[config.mk]
export PLATFORM = sky130hd
export DESIGN_NAME = booth_dot_accumulator
export DESIGN_NICKNAME = d
export VERILOG_FILES = /design/src/rtl/booth_dot_accumulator.sv
export SDC_FILE = /design/constraint.sdc
export NUM_CORES = 1
export LEC_CHECK = 0
export CAP_MARGIN = 20
export CORE_ASPECT_RATIO = 1.2
export CORE_MARGIN = 2
export CORE_UTILIZATION = 47
export CTS_BUF_LIST = sky130_fd_sc_hd__clkbuf_16
export DETAILED_ROUTE_END_ITERATION = 10
export GPL_TIMING_DRIVEN = 0
export PLACE_DENSITY = 0.79
export SLEW_MARGIN = 20
export SYNTH_ARGS = -nofsm -noshare
export SYNTH_HDL_FRONTEND = slang
export SYNTH_SLANG_ARGS = --single-unit
[constraint.sdc]
create_clock -name clk -period 3.2 [get_ports clk]
set_input_delay 0.32 -clock clk [delete_from_list [all_inputs] [get_ports clk]]
set_output_delay 0.32 -clock clk [all_outputs]
set_load 0.005 [all_outputs]
[src/rtl/booth_dot_accumulator.sv]
// ============================================================================
// booth_dot_accumulator
//
// Sequential dot-product stage wrapped around an external combinational 4x4
// radix-4 Booth multiplier. Operand pairs are accepted over a valid/ready
// handshake and registered onto the multiplier inputs. The 8-bit product
// that comes back is sign-extended and accumulated over LEN pairs. The sum is
// then presented over an output valid/ready handshake.
//
// Parameters
//   LEN    operand pairs per dot product (1..255)
//   ACC_W  signed accumulator / result width in bits (8..32)
//
// Ports
//   clk           in   single clock, rising edge
//   rst_n         in   asynchronous active-low reset
//   in_valid      in   operand pair valid
//   in_ready      out  block can accept a pair (high only in ACC)
//   in_mr         in   [3:0] multiplier operand, two's complement
//   in_md         in   [3:0] multiplicand operand, two's complement
//   mult_mr       out  [3:0] registered operand to multiplier MR input
//   mult_md       out  [3:0] registered operand to multiplier MD input
//   mult_product  in   [7:0] product, combinational from mult_mr/mult_md
//   out_valid     out  result valid (high only in DONE)
//   out_ready     in   consumer accepts the result
//   out_sum       out  [ACC_W-1:0] signed accumulated sum
//   out_ovf       out  sticky signed-overflow flag for this result
// ============================================================================
module booth_dot_accumulator #(
    parameter int unsigned LEN   = 4,
    parameter int unsigned ACC_W = 12
) (
    input  logic             clk,
    input  logic             rst_n,
    input  logic             in_valid,
    output logic             in_ready,
    input  logic [3:0]       in_mr,
    input  logic [3:0]       in_md,
    output logic [3:0]       mult_mr,
    output logic [3:0]       mult_md,
    input  logic [7:0]       mult_product,
    output logic             out_valid,
    input  logic             out_ready,
    output logic [ACC_W-1:0] out_sum,
    output logic             out_ovf
);

    localparam int unsigned CNT_W = (LEN < 2) ? 1 : $clog2(LEN + 1);

    // Parameter legality is checked at elaboration time.
    if (LEN < 1 || LEN > 255) begin : g_bad_len
        $error("booth_dot_accumulator: LEN must be in 1..255");
    end
    if (ACC_W < 8 || ACC_W > 32) begin : g_bad_accw
        $error("booth_dot_accumulator: ACC_W must be in 8..32");
    end

    typedef enum logic [1:0] {
        ACC   = 2'd0,
        DRAIN = 2'd1,
        DONE  = 2'd2
    } state_t;

    state_t             r_state;
    state_t             w_state_nxt;

    logic [ACC_W-1:0]   r_acc;
    logic [CNT_W-1:0]   r_cnt;
    logic               r_pend;
    logic               r_ovf;
    logic [3:0]         r_mult_mr;
    logic [3:0]         r_mult_md;

    logic               w_in_fire;
    logic               w_out_fire;
    logic [CNT_W-1:0]   w_cnt_inc;
    logic               w_last;
    logic [ACC_W-1:0]   w_prod_ext;
    logic [ACC_W-1:0]   w_sum;
    logic               w_add_ovf;

    // ------------------------------------------------------------------
    // Handshake and arithmetic helpers
    // ------------------------------------------------------------------
    assign w_in_fire  = in_valid  && (r_state == ACC);
    assign w_out_fire = out_ready && (r_state == DONE);
    assign w_cnt_inc  = r_cnt + CNT_W'(1);
    assign w_last     = (w_cnt_inc == CNT_W'(LEN));

    // Size cast of a signed operand sign-extends from bit 7.
    assign w_prod_ext = ACC_W'($signed(mult_product));
    assign w_sum      = r_acc + w_prod_ext;

    // Signed overflow: both addends share a sign the result does not.
    assign w_add_ovf  = (r_acc[ACC_W-1] == w_prod_ext[ACC_W-1]) &&
                        (w_sum[ACC_W-1] != r_acc[ACC_W-1]);

    // ------------------------------------------------------------------
    // FSM: state register
    // ------------------------------------------------------------------
    always_ff @(posedge clk or negedge rst_n) begin
        if (!rst_n) begin
            r_state <= ACC;
        end else begin
            r_state <= w_state_nxt;
        end
    end

    // ------------------------------------------------------------------
    // FSM: next state and handshake outputs
    // ------------------------------------------------------------------
    always_comb begin
        w_state_nxt = r_state;
        in_ready    = 1'b0;
        out_valid   = 1'b0;
        case (r_state)
            ACC: begin
                in_ready = 1'b1;
                if (w_in_fire && w_last) begin
                    w_state_nxt = DRAIN;
                end
            end
            DRAIN: begin
                w_state_nxt = DONE;
            end
            DONE: begin
                out_valid = 1'b1;
                if (w_out_fire) begin
                    w_state_nxt = ACC;
                end
            end
            default: begin
                w_state_nxt = ACC;
            end
        endcase
    end

    // ------------------------------------------------------------------
    // Datapath: operand capture, accumulation, counters, overflow
    // ------------------------------------------------------------------
    // The product of the pair captured on the previous edge is summed on
    // the same edge the next pair is captured; r_pend marks that a product
    // is still owed so gaps in in_valid never add a product twice.
    always_ff @(posedge clk or negedge rst_n) begin
        if (!rst_n) begin
            r_acc     <= '0;
            r_cnt     <= '0;
            r_pend    <= 1'b0;
            r_ovf     <= 1'b0;
            r_mult_mr <= '0;
            r_mult_md <= '0;
        end else begin
            case (r_state)
                ACC: begin
                    if (r_pend) begin
                        r_acc <= w_sum;
                        r_ovf <= r_ovf | w_add_ovf;
                    end
                    if (w_in_fire) begin
                        r_mult_mr <= in_mr;
                        r_mult_md <= in_md;
                        r_pend    <= 1'b1;
                        r_cnt     <= w_cnt_inc;
                    end else begin
                        r_pend    <= 1'b0;
                    end
                end
                DRAIN: begin
                    r_acc  <= w_sum;
                    r_ovf  <= r_ovf | w_add_ovf;
                    r_pend <= 1'b0;
                end
                DONE: begin
                    if (w_out_fire) begin
                        r_acc <= '0;
                        r_cnt <= '0;
                        r_ovf <= 1'b0;
                    end
                end
                default: begin
                    r_pend <= 1'b0;
                end
            endcase
        end
    end

    assign mult_mr = r_mult_mr;
    assign mult_md = r_mult_md;
    assign out_sum = r_acc;
    assign out_ovf = r_ovf;

endmodule

Word-level counts from Yosys, hierarchy flattened
Cells that the tools add are included.
Widths: inputs -> output; s select.
Cells by class
  reductions and logical operators: 11
  equality and inequality tests: 9
  add/sub/neg operators: 2
  bitwise operators: 1
  muxes and demuxes: 16
Operators with widths (count)
  $pmux 12 s3: 1
  $mux 12: 2
  $add 12x12->12: 1
  $mux 3: 2
  $ne 2x2->1 const B: 3
  $pmux 2 s3: 1
  $pmux 3 s2: 1
  $reduce_and 3->1: 2
  $mux 1: 5
  $logic_and 1x1->1: 4
  $mux 2: 2
  $reduce_and 2->1: 2
  $add 3x1->3 const B: 1
  $eq 3x3->1 const B: 1
  $pmux 1 s3: 1
  $reduce_bool 3->1: 1
  $eq 2x1->1 const B: 1
  $eq 2x2->1 const B: 1
  $logic_not 2->1: 1
  $ne 2x1->1 const B: 1
  $pmux 1 s2: 1
  $reduce_bool 2->1: 1
  $eq 1x1->1: 1
  $ne 1x1->1: 1
  $or 1x1->1: 1
Storage, ports and cells
  bits of input ports: 20
  output and inout bits: 23
  bits in registers: 27

Depth between registers and ports, before layout
Gate-level depths: netlist of the first run.
  word-level depth: 6
  mapped depth: 9

Worst setup path before layout of the first run
No wires, ideal clock.
  path kind: register to register
  from: reg r_acc[0] (netlist: out_sum[0])
  to: reg r_acc[10] (netlist: out_sum[10])
  library setup time: 0.121 ns
  buffers on the path: 0
  stages on the path, launching flop included: 10
  slack: 0.834 ns
  arrival time: 2.245 ns
  cells stage by stage: dfrtp_1 > ha_1 > fa_1 > a21oi_2 > o21ai_2 > o311a_1 > o41a_1 > a21oi_2 > xnor2_1 > a22o_1
Between the ends
  cells in the longest elaborated chain, start to end: 3
Ends and longest elaborated chain
  start: declaration: line 67  | logic [ACC_W-1:0] r_acc;
  start signal: assignment: line 156  | r_acc <= w_sum;
  start signal: assignment: line 169  | r_acc <= w_sum;
  $add 12x12->12 (*): line 92  | assign w_sum = r_acc + w_prod_ext;
  $mux 12: line 155  | if (r_pend) begin
  $pmux 12 s3 (*): line 153  | case (r_state)
Mark *: on every way between the ends. The rest lies on a longest branch, timed or not. The select of a mux whose other input is x is not followed.
A chain may end at the register's enable or synchronous reset.

Worst setup path in the final report of the first run
  from: in mult_product[0]
  to: reg r_acc[10] (netlist: out_sum[10])
Between the ends
  cells in the longest elaborated chain, start to end: 3
Ends and longest elaborated chain
  start: declaration: line 41  | input logic [7:0] mult_product,
  $add 12x12->12 (*): line 92
  $mux 12: line 155
  $pmux 12 s3 (*): line 153
Marked as above.

==> out/results.tsv, run 1 <==
metric	value	unit
Top FF cell, synth	dfrtp_1	
r2r worst-path depth	9	
ratio of final minimum period to clock period	0.8193	
Required @ worst endpoint	3.35	ns
drt pass-1 iters	4	
setup violators final	0	
setup TNS	0	ns
vias in the first global route	1411	
f_max	0.3814	GHz
pwr/cell area	1008	mW/mm^2
first-pass GRT wire length	6203	um
cell mode on critical path	a21oi_2	
EDFF count, synth	0	
Starting Density	0.4951	
crit path cell chain	clkdlybuf4s50_1 > ha_1 > fa_1 > a21oi_2 > o21ai_2 > o311a_1 > o41a_1 > a21oi_2 > xnor2_1 > a22o_1	
WP data arrival	2.77	ns
final wirelength	3507	um
Mapped Area	0.001513	sq mm
Slew @ Worst Pin	0.5973	ns
Die Span X	55.79	um
Fin. Hold Viols	0	
antenna-violating nets left	0	
CP max stage delay	0.43	ns
fin nets	241	
WL per Instance	14.49	um
count of final max-slew check failures	0	
synth top area cells	dfrtp_1 (45%), ha_1 (11%), nand2_1 (8.7%), a22o_1 (5.8%), o21ai_0 (3.0%)	
Slowest-stage cell, CP	fa_1	
GRT Util Overall	0.2116	
Synth Instances	160	
FP Rows	22	
post-CTS sizing	0	
Ant. Diodes	0	
worst-path maximum fanout	3	
post-synthesis average cell area	9.454	sq um
sequential share of the synthesized area	0.4467	
share of the synthesized area in the top cell type	0.4467	
Synth Warn #	0	
H-tree depth	1	
port bufs	42	
outcome	finished clean	
Worst VDD drop	551.9	uV
post-route insts no fill	242	
crit path launch type	input port	
syn_nets	194	
post-CTS setup repair buffer count	0	
# IOs	43	
clock sinks	27	
relative slew slack	0.6018	
clock-pin slew on the worst setup and hold paths	0.07	ns
Seq cells post-synth	27	
Synth cell types	31	
DRT iter0 DRCs	55	
largest net degree at the start of global routing	28	
via/cell ratio	5.620	
Clock Latency Late Sink	0.26	ns
DPL Wire Length	2687	um
Synth top cells by count	nand2_1 (35), dfrtp_1 (27), ha_1 (13)	
largest area contributor in the netlist	dfrtp_1	
grt ovf	0	
Num CTS Buffers	3	
hold_buf cts	0	
Pleak	0.0009403	uW
CTS tree	done	
Inst Count DP	238	
most common cell in the netlist	nand2_1	
asr flop ratio synth	1.000	
layout cell share with drive strength beyond 1	0.03398	
unrepaired setup endpoints after global routing	false	
root buffer cell	clkbuf_16	
DRC Markers	0	
area of the die	0.003690	sq mm
cell area after placement	0.001973	sq mm
post-route cell area	0.002052	sq mm
Tmin final	2.622	ns
Fill cells	226	
Worst Clk Skew	0.001447	ns
via count	1360	
Setup CP Type	input port to register	
maxcap violations	0	
Area Growth Syn to Fin	35.65	%
Die Ht	66.15	um
Pwr Total	2068	uW
Placeable Area	0.003055	sq mm
Final Wtd Congestion	0.7270	
Crit. End Element	register	
Worst Hold Class	input port to asynchronous set/reset pin	
initial antenna violation count	0	
CTS Buffer Depth	2	
## per-stage QoR
step / setup slack (ns) / util / hold slack (ns)
2_1_floorplan: 0.8339 / - / 0.02441
3_3_place_gp: 0.3705 / 0.6474 / 0.4597
3_5_place_dp: 0.3289 / 0.6458 / 0.3711
4_1_cts: 0.5894 / 0.6716 / 0.08537
5_1_grt: 0.4951 / 0.6716 / 0.1202
6_report: 0.5782 / 0.6716 / 0.06031
## power by group
part / switching, uW / leakage, uW / internal, uW
clock network: 116 / 0.0000423 / 167
logic: 542 / 0.000567 / 621
registers: 123 / 0.000331 / 497
total: 782 / 0.000940 / 1290
## worst paths after layout
kind / from / endpoint / slack [ns]
worst min-delay path: rst_n / out_sum[3] / 0.06
worst max-delay path: mult_product[0] / out_sum[10] / 0.58
max in group asynchronous: rst_n / r_state[1] / 2.75
min in group clk: mult_md[0] / mult_md[0] / 0.48
worst max register to register: out_sum[0] / out_sum[10] / 0.67
worst min register to register: mult_md[0] / mult_md[0] / 0.48
## cell type report
| class | instances | area (sq um) | area share |
|---|---|---|---|
| repair buffers | 42 | 415.4 | 0.2024 |
| well taps | 36 | 45.04 | 0.02195 |
| clock buffers | 3 | 75.07 | 0.03659 |
| inverters | 4 | 15.01 | 0.007317 |
| clock inverters | 1 | 3.754 | 0.001829 |
| flip-flops and latches | 27 | 675.6 | 0.3293 |
| plain buffers | 4 | 15.01 | 0.007317 |
| multi-input cells | 125 | 807.0 | 0.3933 |
## cell usage in the layout (no fill, tap or decap), types with 3 or more instances in the layout
master and n:
nor2_1 12, clkdlybuf4s50_1 41, nand2_1 35, ha_1 13, dfrtp_1 27, a22o_1 10
nor2b_1 3, inv_1 5, a21oi_1 7, nand2b_1 4, o21ai_0 9, nor3_1 5
xnor2_1 5, clkbuf_16 3, clkbuf_1 4
## metal layers
layer / vias up / share of wire / GRT usage / wire, um
li1: 663 / - / - / -
met1: 652 / 0.42 / 0.2318 / 1478
met2: 45 / 0.53 / 0.4092 / 1842
met3: 0 / 0.053 / 0.04501 / 186
met4: 0 / 0 / 0.05793 / 0
met5: - / 0 / 0 / 0
## registers in the layout, summed over array words and instances, names as in the netlist
name and count:
mult_mr 4, mult_md 4, r_pend 1, out_sum 12
r_cnt 3, out_ovf 1, r_state 2
## critical path: cells and delay by family
family | cells | cell delay, ns
AOI/OAI and AO/OA | 6 | 1.29
xor gates and xnor gates | 1 | 0.08
adders and majority gates | 2 | 0.67
buffers and inverters | 1 | 0.41
## kinds of logic after synthesis
kind of cell / count (synthesis) / synth area share
compound gates: 41 / 0.1936
simple gates: 63 / 0.1787
buf+inv: 8 / 0.01985
flops: 27 / 0.4467
fa+ha+maj: 14 / 0.1208
xor+xnor: 7 / 0.04053
Power figures use the tool's default switching activity.
==> run 2, diff against run 1 <==
==> constraint.sdc (replaced) <==
create_clock -name clk -period 2.5 [get_ports clk]
set_input_delay 0.25 -clock clk [delete_from_list [all_inputs] [get_ports clk]]
set_output_delay 0.25 -clock clk [all_outputs]
set_load 0.005 [all_outputs]
==> out/results.tsv, run 2 (same netlist as run 1, synthesis figures left out) <==
metric	value	unit	change
outcome	finished, violations left		
failing checks	negative hold slack		
setup violators final	0		unchanged
Placeable Area	0.003055	sq mm	unchanged
CTS tree	done		
# IOs	43		unchanged
Required @ worst endpoint	2.65	ns	-0.70 ns
WL per Instance	14.48	um	-0.11%
H-tree depth	1		unchanged
net load switching power	1001	uW	+28%
Place WS	-0.3011	ns	-0.6300 ns
via count	1364		+0.29%
Critical R2R Launch	out_sum[0]		
pwr/cell area	1287	mW/mm^2	+28%
Tmin final	2.440	ns	
layout cell share with drive strength beyond 1	0.04369		+0.009709
Area Growth Syn to Fin	36.15	%	
Final Wtd Congestion	0.7270		unchanged
ratio of final minimum period to clock period	0.9759		
Die Ht	66.15	um	unchanged
Worst VDD drop	713.8	uV	+29%
Largest register FFs	12		unchanged
Worst Clk Skew	0.002436	ns	+0.0009891 ns
Worst Hold Class	input port to asynchronous set/reset pin		
switch share	0.3779		-0.0004698
Num CTS Buffers	3		unchanged
Slew @ Worst Pin	0.5990	ns	+0.001723 ns
clock-pin slew on the worst setup and hold paths	0.07	ns	about the same
WHS	-0.007840	ns	-0.06815 ns
FP Rows	22		unchanged
WP data arrival	2.59	ns	-0.18 ns
area occupied by multi-input gates	812.0	sq um	+0.62%
vias in the first global route	1411		unchanged
fin nets	241		unchanged
Starting Density	0.4951		unchanged
unrepaired setup endpoints after global routing	true		
Clock Latency Late Sink	0.26	ns	about the same
relative slew slack	0.6007		-0.001149
Pwr Total	2650	uW	+28%
Final WS setup	0.06021	ns	-0.5180 ns
Crit. End Element	register		
Cell Int Power	1648	uW	+28%
maxcap violations	0		unchanged
Fill cells	225		-0.44%
drt pass-1 iters	4		unchanged
final wirelength	3503	um	-0.11%
first-pass GRT wire length	6203	um	unchanged
Flop pwr share	0.300		about the same
DRC Markers	0		unchanged
Setup CP Type	register to register		
antenna-violating nets left	0		unchanged
DPL Wire Length	2687	um	unchanged
post-CTS setup repair buffer count	0		unchanged
Fin. Hold Viols	27		+27
hold_buf cts	0		unchanged
Die Span X	55.79	um	unchanged
Comb power frac	0.563		about the same
DRT iter0 DRCs	61		+11%
clock sinks	27		unchanged
via/cell ratio	5.636		+0.29%
grt ovf	0		unchanged
f_max	0.4099	GHz	
largest net degree at the start of global routing	28		unchanged
initial antenna violation count	0		unchanged
crit path launch type	register		
port bufs	42		unchanged
most common cell after layout, fill and taps aside	clkdlybuf4s50_1		
clock network power share	0.137		about the same
count of final max-slew check failures	0		unchanged
root buffer cell	clkbuf_16		
fin util	0.6740		+0.002457
area of the die	0.003690	sq mm	unchanged
worst-path maximum fanout	3		unchanged
Crit. Startpoint	out_sum[0]		
CTS Buffer Depth	2		unchanged
GRT Util Overall	0.2116		unchanged
Pleak	0.0009464	uW	+0.65%
Reg area	675.6	sq um	unchanged
most frequent cells in the layout	clkdlybuf4s50_1 (40), nand2_1 (35), dfrtp_1 (27)		
Ant. Diodes	0		unchanged
[run 2: worst max-delay path: stages, from the launching register on]
cell and delay [ns]:
dfrtp_1 0.40, ha_2 0.20, fa_2 0.37, a21oi_2 0.18
o21ai_2 0.09, o311a_1 0.32, o41a_1 0.34, a21oi_2 0.16
xnor2_1 0.08, a22o_1 0.19
[run 2: path summary, 6_finish.rpt]
path	end	slack [ns]	cells past startpoint
setup reg to reg	out_sum[10]	0.06	9
hold reg to reg	mult_md[0]	0.48	2
setup / recovery	out_sum[10]	0.06	9
min in group clk	out_sum[0]	0.39	3
max in group asynchronous	r_state[0]	2.12	1
hold / removal	out_sum[3]	-0.008	1
[run 2: power by group through the flow]
stage	registers, uW	logic [uW]	clock network [uW]
2_1_floorplan	784	911	0
3_3_place_gp	783	1440	0
3_5_place_dp	803	1490	0
4_1_cts	795	1500	365
5_1_grt	820	1660	385
6_report	795	1490	362
[run 2: layout make-up]
type | instances | share of cell area
clock buffer | 3 | 0.03645
sequential | 27 | 0.3281
clock inverter | 1 | 0.001823
multi-input combinational | 125 | 0.3943
buffer | 4 | 0.007290
timing repair buffer | 42 | 0.2029
inverter | 4 | 0.007290
tap | 36 | 0.02187
[run 2: metal layers]
layer / up-vias / GRT usage / share of wire
met1: 661 / 0.2318 / 0.42
met2: 40 / 0.4092 / 0.53
met3: 0 / 0.04501 / 0.053
met4: 0 / 0.05793 / 0
met5: - / 0 / 0
li1: 663 / - / -
[run 2: through the flow]
| stage | TNS (ns) | instance area (sq um) | std cells |
|---|---|---|---|
| 6_report | 0 | 2059 | 242 |
| 5_1_grt | -0.02887 | 2059 | 242 |
| 4_1_cts | 0 | 2054 | 242 |
| 3_5_place_dp | -0.4278 | 1973 | 238 |
| 3_3_place_gp | -0.3213 | 1978 | 238 |
| 2_1_floorplan | 0 | 1513 | 160 |
[run 2: what timing repair did]
action / in CTS / in global routing
endpoints found under the setup margin: 1 / 1
gates resized for setup: 1 / 2
pin swaps: 0 / 1
==> run 3, diff against run 2 <==
--- a/config.mk
+++ b/config.mk
@@ -11,7 +11,6 @@
 export CORE_UTILIZATION = 47
 export CTS_BUF_LIST = sky130_fd_sc_hd__clkbuf_16
 export DETAILED_ROUTE_END_ITERATION = 10
-export GPL_TIMING_DRIVEN = 0
 export PLACE_DENSITY = 0.79
 export SLEW_MARGIN = 20
 export SYNTH_ARGS = -nofsm -noshare
==> out/results.tsv, run 3 (same netlist as run 1, synthesis figures left out) <==
metric	value	unit	change
worst-path maximum fanout	3		unchanged
via count	1374		+0.73%
Area Growth Syn to Fin	39.37	%	
count of final max-slew check failures	0		unchanged
Worst Hold Class	input port to asynchronous set/reset pin		
Fin. Hold Viols	0		-100%
first-pass GRT wire length	6389	um	+3.0%
FP Rows	22		unchanged
DR top layer	met4		
vias in the first global route	1426		+1.1%
Worst Clk Skew	0.002271	ns	-0.0001651 ns
Required @ worst endpoint	2.65	ns	about the same
largest net degree at the start of global routing	28		unchanged
Slowest-stage cell, CP	clkdlybuf4s50_1		
CTS tree	done		
DRT iter0 DRCs	59		-3.3%
post-route insts no fill	245		+1.2%
outcome	finished clean		
Setup CP Type	input port to register		
maxcap violations	0		unchanged
H-tree depth	1		unchanged
layout cell share with drive strength beyond 1	0.08134		+0.03765
via/cell ratio	5.608		-0.50%
Ant. Diodes	0		unchanged
CTS Buffer Depth	2		unchanged
Num CTS Buffers	3		unchanged
most frequent cells in the layout	clkdlybuf4s50_1 (42), nand2_1 (35), dfrtp_1 (27)		
WL per Instance	14.76	um	+2.0%
ratio of final minimum period to clock period	0.9525		-0.02342
GRT Util Overall	0.2211		+0.009461
# IOs	43		unchanged
Crit. End Element	register		
crit path launch type	input port		
port bufs	42		unchanged
Inst Count DP	240		+0.84%
Die Ht	66.15	um	unchanged
crit path cell chain	clkdlybuf4s50_1 > ha_2 > fa_2 > a21oi_2 > o21ai_2 > o311a_1 > o41a_1 > a21oi_2 > xnor2_1 > a22o_1		
antenna-violating nets left	0		unchanged
setup TNS	0	ns	unchanged
Die Span X	55.79	um	unchanged
pwr/cell area	1285	mW/mm^2	-0.12%
Slew @ Worst Pin	0.3555	ns	-0.2435 ns
metal1 wirelength	1466	um	about the same
drt pass-1 iters	4		unchanged
Final WS setup	0.1188	ns	+0.05855 ns
final wirelength	3617	um	+3.3%
Starting Density	0.4951		unchanged
WL met2	1896	um	+2.5%
most common cell after layout, fill and taps aside	clkdlybuf4s50_1		
Place WS	-0.2529	ns	+0.04812 ns
Final Wtd Congestion	0.7825		+7.6%
setup violators final	0		unchanged
root buffer cell	clkbuf_16		
Pwr Total	2709	uW	+2.2%
DRC Markers	0		unchanged
initial antenna violation count	0		unchanged
DPL Wire Length	2726	um	+1.4%
Placeable Area	0.003055	sq mm	unchanged
area of the die	0.003690	sq mm	unchanged
Tmin final	2.381	ns	-0.05855 ns
f_max	0.4199	GHz	+2.5%
Pleak	0.0009662	uW	+2.1%
fin nets	244		+1.2%
metal3 WL	215	um	+16%
Largest register FFs	12		unchanged
cell mode on critical path	a21oi_2		
grt ovf	0		unchanged
WP data arrival	2.53	ns	-0.06 ns
clock-pin slew on the worst setup and hold paths	0.07	ns	about the same
Worst VDD drop	755.8	uV	+5.9%
fin util	0.6900		+0.01597
Clock Latency Late Sink	0.26	ns	about the same
relative slew slack	0.7569		+0.1562
CP max stage delay	0.42	ns	+0.02 ns
clock sinks	27		unchanged
hold_buf cts	0		unchanged
==> run 3: cell count changes in the layout (fill, tap and decap cells not counted), sizes merged <==
cell / change
buf: +6
clkbuf: -4
clkdlybuf4s50: +2
clkinv: +1
dlymetal6s2s: -1
inv: -1
==> run 3: per-stage QoR <==
stage	hold WS (ns)	area, sq um
global route	0.4031	2108
detailed placement	0.4626	2008
CTS	0.3824	2088
finish	0.3679	2108
floorplan	-0.04559	1513
global placement	0.4586	2008
==> run 3: layer usage <==
layer / GRT usage / vias up
li1: - / 669
met1: 0.2538 / 653
met5: 0 / -
met3: 0.05284 / 5
met4: 0.05793 / 0
met2: 0.4107 / 47
==> run 3: power breakdown <==
part | total, uW | switching [uW] | leakage [uW] | internal, uW
Combinational | 1550 | 709 | 0.000595 | 845
Clock | 364 | 149 | 0.0000409 | 216
Sequential | 791 | 155 | 0.000331 | 636
Total | 2710 | 1010 | 0.000966 | 1700
==> run 3: worst max-delay path, delay by kind of cell <==
| family | cells | cell delay, ns |
|---|---|---|
| adders and majority gates | 2 | 0.56 |
| xor gates and xnor gates | 1 | 0.07 |
| AOI/OAI and AO/OA | 6 | 1.22 |
| buffers and inverters | 1 | 0.42 |
==> run 3: timing repair <==
| item | CTS | global route |
|---|---|---|
| buffers inserted | 0 | 1 |
| gates resized for setup | 0 | 3 |
| setup endpoints to repair | 0 | 3 |
==> run 3: worst paths after layout <==
kind / start / end / slack [ns] / depth (start not counted)
min in group clk: mult_mr[0] / mult_mr[0] / 0.47 / 2
worst min register to register: mult_mr[0] / mult_mr[0] / 0.47 / 2
max in group asynchronous: rst_n / mult_md[2] / 1.86 / 2
worst max register to register: out_sum[0] / out_sum[10] / 0.14 / 9
worst max-delay path: mult_product[0] / out_sum[10] / 0.12 / 10
worst min-delay path: rst_n / out_sum[3] / 0.37 / 2
==> run 3: final cells by class <==
class	instances	area, sq um
fill	249	947.2
multi-input combinational	125	819.5
sequential	27	675.6
timing repair buffer	49	473.0
clock buffer	3	75.07
tap	36	45.04
inverter	4	15.01
clock inverter	1	5.005
